[src/rtl/freq_synth_bcd.sv]
// freq_synth_bcd: BCD-programmed frequency synthesiser.
// A load strobe latches seven BCD digits (p1 = MSD). The digits are converted to
// binary one per clock, range-checked, and then applied to a fractional phase
// accumulator. The accumulator adds 2*freq_bin every clock and toggles fout each
// time it passes CLK_HZ. This gives 2*freq_bin toggles per second, which is a
// square wave at freq_bin Hz with an exact long-run rate.
`timescale 1ns/1ps
module freq_synth_bcd #(
    parameter int CLK_HZ = 50_000_000,
    parameter int ACC_W  = 27
) (
    input  logic        clk,
    input  logic        rst_n,
    input  logic        load,
    input  logic [3:0]  p1,
    input  logic [3:0]  p2,
    input  logic [3:0]  p3,
    input  logic [3:0]  p4,
    input  logic [3:0]  p5,
    input  logic [3:0]  p6,
    input  logic [3:0]  p7,
    output logic        busy,
    output logic        err,
    output logic [23:0] freq_bin,
    output logic        fout
);

    typedef enum logic [1:0] {
        IDLE  = 2'd0,
        CONV  = 2'd1,
        APPLY = 2'd2
    } state_t;

    localparam logic [31:0]      CLK_U   = 32'(CLK_HZ);
    localparam logic [ACC_W-1:0] CLK_ACC = ACC_W'(CLK_HZ);

    // Digit store: index 0 holds p1 (10^6), index 6 holds p7 (10^0).
    state_t           state_q, state_d;
    logic [6:0][3:0]  digits_q, digits_d;
    logic [2:0]       idx_q, idx_d;
    logic [23:0]      bin_q, bin_d;
    logic             busy_q, busy_d;
    logic             err_q, err_d;
    logic [23:0]      freq_q, freq_d;
    logic [ACC_W-1:0] acc_q, acc_d;
    logic             fout_q, fout_d;

    // Conversion and synthesis intermediates.
    logic             digit_bad;
    logic             acc_clr;
    logic [23:0]      bin_x10;
    logic [31:0]      bin_dbl;
    logic [ACC_W-1:0] step;
    logic [ACC_W-1:0] sum;

    // A digit above 9 makes the whole request invalid.
    always_comb begin
        digit_bad = (p1 > 4'd9) || (p2 > 4'd9) || (p3 > 4'd9) || (p4 > 4'd9) ||
                    (p5 > 4'd9) || (p6 > 4'd9) || (p7 > 4'd9);
    end

    // Sequential BCD-to-binary conversion plus range check. 9_999_999 fits in
    // 24 bits, so bin*10 + digit never overflows for valid BCD.
    always_comb begin
        state_d  = state_q;
        digits_d = digits_q;
        idx_d    = idx_q;
        bin_d    = bin_q;
        busy_d   = busy_q;
        err_d    = err_q;
        freq_d   = freq_q;
        acc_clr  = 1'b0;
        bin_x10  = (bin_q << 3) + (bin_q << 1);
        bin_dbl  = {7'd0, bin_q, 1'b0};

        case (state_q)
            IDLE: begin
                if (load) begin
                    if (digit_bad) begin
                        err_d = 1'b1;
                    end else begin
                        digits_d[0] = p1;
                        digits_d[1] = p2;
                        digits_d[2] = p3;
                        digits_d[3] = p4;
                        digits_d[4] = p5;
                        digits_d[5] = p6;
                        digits_d[6] = p7;
                        bin_d       = 24'd0;
                        idx_d       = 3'd0;
                        busy_d      = 1'b1;
                        state_d     = CONV;
                    end
                end
            end
            CONV: begin
                bin_d = bin_x10 + {20'd0, digits_q[idx_q]};
                idx_d = idx_q + 3'd1;
                if (idx_q == 3'd6) begin
                    state_d = APPLY;
                end
            end
            APPLY: begin
                // The square wave needs two toggles per period; at or above
                // CLK_HZ/2 that would mean more than one toggle per clock.
                if (bin_dbl >= CLK_U) begin
                    err_d = 1'b1;
                end else begin
                    freq_d  = bin_q;
                    err_d   = 1'b0;
                    acc_clr = 1'b1;
                end
                busy_d  = 1'b0;
                state_d = IDLE;
            end
            default: begin
                state_d = IDLE;
                busy_d  = 1'b0;
            end
        endcase
    end

    // Phase accumulator. acc stays below CLK_HZ, so acc + 2*freq_bin stays below
    // 2*CLK_HZ and fits ACC_W. A new frequency clears the phase but leaves fout at
    // its current level, so the output never produces a runt pulse.
    always_comb begin
        step   = ACC_W'({freq_q, 1'b0});
        sum    = acc_q + step;
        acc_d  = sum;
        fout_d = fout_q;
        if (sum >= CLK_ACC) begin
            acc_d  = sum - CLK_ACC;
            fout_d = ~fout_q;
        end
        if (acc_clr) begin
            acc_d  = '0;
            fout_d = fout_q;
        end
    end

    // State registers; reset aborts any conversion in progress.
    always_ff @(posedge clk or negedge rst_n) begin
        if (!rst_n) begin
            state_q  <= IDLE;
            digits_q <= '0;
            idx_q    <= 3'd0;
            bin_q    <= 24'd0;
            busy_q   <= 1'b0;
            err_q    <= 1'b0;
            freq_q   <= 24'd0;
            acc_q    <= '0;
            fout_q   <= 1'b0;
        end else begin
            state_q  <= state_d;
            digits_q <= digits_d;
            idx_q    <= idx_d;
            bin_q    <= bin_d;
            busy_q   <= busy_d;
            err_q    <= err_d;
            freq_q   <= freq_d;
            acc_q    <= acc_d;
            fout_q   <= fout_d;
        end
    end

    assign busy     = busy_q;
    assign err      = err_q;
    assign freq_bin = freq_q;
    assign fout     = fout_q;

endmodule

[config.mk]
export PLATFORM = sky130hd
export DESIGN_NAME = freq_synth_bcd
export DESIGN_NICKNAME = d
export VERILOG_FILES = /design/src/rtl/freq_synth_bcd.sv
export SDC_FILE = /design/constraint.sdc
export NUM_CORES = 1
export LEC_CHECK = 0
export BUFFER_PORTS_ARGS = -buffer_cell sky130_fd_sc_hd__buf_2
export CAP_MARGIN = 20
export CORE_UTILIZATION = 45
export CTS_BUF_LIST = sky130_fd_sc_hd__clkbuf_8
export CTS_CLUSTER_DIAMETER = 150
export DETAILED_ROUTE_END_ITERATION = 8
export HOLD_SLACK_MARGIN = 0.05
export SYNTH_ARGS = -nofsm -noshare
export SYNTH_HDL_FRONTEND = slang
export SYNTH_SLANG_ARGS = --single-unit
[constraint.sdc]
create_clock -name clk -period 5.73 [get_ports clk]
set_clock_uncertainty 0.15 [all_clocks]
set_input_delay 0 -clock clk [delete_from_list [all_inputs] [get_ports clk]]
set_output_delay 0 -clock clk [all_outputs]
set_load 0.02 [all_outputs]
==> impl_results.md <==
* Status: complete, no violations
* Clk pwr share at 9.1%
* Post-CTS setup buffer count at 0
* First-pass GRT wire length at 29000 um
* Vias per cell at 5.57
* Min Tclk post-route at ~4.8 ns
* Total track usage at 21.7%
* RSZ-0062 raised after global routing: no
* Cell variety after synth at 74
* Asr flop ratio synth at 100%
* Top FF cell, synth: dfrtp_1
* IO Count at 58
* Hpwl dp at 12500 um
* Largest net degree at the start of global routing at 60
* Non-Filler Instances at 1100
* Iteration-0 DRC Markers at 310
* # rows at 46
* Sw power at around 2.7 mW
* CTS Buffer Depth at 2
* Root buffer cell: clkbuf_8
* Crit path DAT at 4.97 ns
* Setup CP Type: reg -> reg
* Area delta synth->final at 14.5%
* Reg power frac at 24.6%
* RR Startpoint: idx_q[0]
* Antenna violations before repair at 0
* Die area at between 15000 and 20000 um2
* Cell count after synthesis at 797
* Comb pwr share at 66.3%
* Final GP Congestion at 0.800
* Setup TNS Final at 0 ns
* Critical Path RT at 5.87 ns
* Slew Limit Fails at 0
* Max cap viols at 0
* Slew @ Worst Pin at 0.831 ns
* Crit path capture type: register
* CP startpoint kind: register
* DRT Wirelength at 17100 um
* Post-synth top area cell: dfrtp_1
* Worst setup margin at 0.905 ns
* Final Hold Fails at 0
* Nets@finish at 982
* Seq/Total Area, Yosys at 37.1%
* Pwr/cell area at 681 nW/um2
* Antenna viol nets, final at 0
* I/O Buffers at 57
* CTS H-tree lvls at 3
* Share of Yosys cell area claimed by the top area cell type at 37.1%
* Worst-skew pair later-pin latency at 0.39 ns
* P_int at approximately 3 mW
* Width of the die at roughly 130 um
* Share of layout cells above drive strength 1 at between 10% and 20%
* WL per Instance at about 16 um
* Total number of yosys warnings at 0
* Post-Syn Area at 7420 um2
* Switching Share at 47.4%
* CTS tree: built
* FMAX at 207 MHz
* # resized after CTS at 0
* CTS Hold Bufs at 32
* Final setup vio count at 0
* Die Y at 130 um
* Ant diodes at 0
* Mapped Nets at 900
* Remaining global-route overflow at 0
* Launch point of the worst path: idx_q[0]
* Clock buffer count from CTS at 9
* Leakage Power at 4.10 nW
* Clock-pin slew of the registers on the worst-case setup and hold paths at approximately 0.11 ns
* DR DRC count at 0
* Max FO, Critical Path at 12
* Hold_sp: p5[0]
* # clock sinks at 110
* Initial Util at 46.4%
* Worst VDD drop at about 0.00023 V
* Slew headroom at 43.9%
* Core box area at 16000 um2
* Worst min path class: in -> reg
* Yosys reg bits at 110
* Vias in the first global route at a little over 6000
* Pre-CTS setup slack at 0.896 ns
* Period utilization at between 80% and 90%
* Mapped Avg Cell Area at ~9.3 um2
* Post-synth EDFFs at 0
* Ranking of synthesized cells by area: dfrtp_1 (37%), ha_1 (12%), nand2_1 (7.2%)
* Placed insts at roughly 1100
* Initial DRT Pass Iterations at 4
* Via count at between 6000 and 7000
## final timing paths
kind                       slack (ns)  cells past startpoint      endpoint
max                              0.90                     15     bin_q[18]
min                              0.23                      3  digits_q[16]
max reg2reg                      0.90                     15     bin_q[18]
min reg2reg                      0.33                      1          fout
max in group asynchronous        4.16                      4     bin_q[19]
min in group asynchronous        0.54                      4   digits_q[9]
## cells in the mapped netlist, types with 4 or more instances
master / n
a31oi_1: 6
a211oi_2: 4
nor3_1: 9
o21ai_0: 36
a211oi_1: 4
a211o_1: 7
xor2_1: 15
dfrtp_1: 110
nand2b_1: 9
a21o_1: 11
nor2b_1: 11
ha_1: 69
nand4_1: 5
o21a_1: 8
or2_2: 4
nand3_1: 16
mux4_2: 4
xnor2_1: 29
o21bai_1: 7
or3_1: 5
mux2i_1: 9
inv_1: 26
buf_1: 5
nor2_1: 60
clkbuf_1: 16
mux2_2: 29
and3_1: 6
nand2_1: 143
a311oi_1: 4
o22ai_1: 13
a21oi_1: 47
## state kept, by name, summed over array words and instances, names as in the netlist
name / flops
acc_q: 26
bin_q: 24
busy: 1
digits_q: 28
err: 1
fout: 1
freq_bin: 24
idx_q: 3
state_q: 2
## cells in the final DEF, fill, tap and decap left out, drive strengths merged, types with 6 or more instances in the layout
cell type      n
nand2b         9
a211o          7
nand2        145
dfrtp        110
xnor2         29
clkbuf         9
o22ai         13
inv           27
dlygate4sd3   31
o21a           8
and3           6
o21ai         40
nor2b         12
ha            69
nand3         16
a31oi          6
nor3           9
o21bai         7
a211oi         8
buf           64
a21o          11
mux2i          9
mux2          30
xor2          15
nor2          60
a21oi         47
## power by group through the flow
stage                     clock (mW)  sequential (mW)  combinational, mW
after global placement             0             1.43               3.70
after CTS                      0.544             1.42               3.84
after floorplan                    0             1.39               3.01
after detailed placement           0             1.44               3.80
final                          0.526             1.42               3.84
after global routing           0.569             1.47               4.34
## worst max-delay path, cell delays in order (launching register included)
cell and delay (ns):
dfrtp_1 0.64, mux4_2 0.56, nor2_1 0.10, a21oi_1 0.07
fa_1 0.39, ha_1 0.32, nor2b_1 0.14, o21a_1 0.17
o21ai_0 0.26, a311oi_1 0.17, o21a_1 0.24, o31a_1 0.28
o31ai_1 0.42, a21boi_0 0.19, or3_1 0.34, a32o_1 0.26
## per-layer routing
layer | GRT usage, % | wire [um] | vias to the layer above | share of wire, %
li1 | - | - | 3009 | -
met1 | 27.8 | 7960 | 2981 | 47
met2 | 38.1 | 8370 | 116 | 49
met3 | 2.93 | 472 | 19 | 2.8
met4 | 6.69 | 275 | 0 | 1.6
met5 | 0 | 0 | - | 0
## stage by stage
step                      cell area [um2]  power [mW]  hold WS (ns)  util (%)
after CTS                            8490        5.81         0.203      53.1
after detailed placement             7940        5.24       -0.0699      49.6
after global placement               7940        5.13       -0.0816      49.6
after global routing                 8490        6.37         0.216      53.1
after floorplan                      7420        4.41        -0.446         -
final                                8490        5.78         0.226      53.1
## kinds of logic (layout without fill, tap and decap cells)
logic type      count (synthesis)  in the layout  share of synthesized area (%)
xor+xnor                       44             44                           5.20
buf+inv                        50            137                           2.67
compound gates                190            190                           17.8
simple gates                  288            288                           17.7
fa+ha+maj                      72             72                           12.4
flops                         110            110                           37.1
mux                            43             43                           6.98
## final cells by class
type	count	area, um2
clock buffer	9	124
clock inverter	7	97.6
fill	1517	7510
inverter	26	97.6
multi-input combinational	637	4480
sequential	110	2750
tap	216	270
timing repair buffer	95	671
No activity file was read; power rests on OpenSTA's default activity.
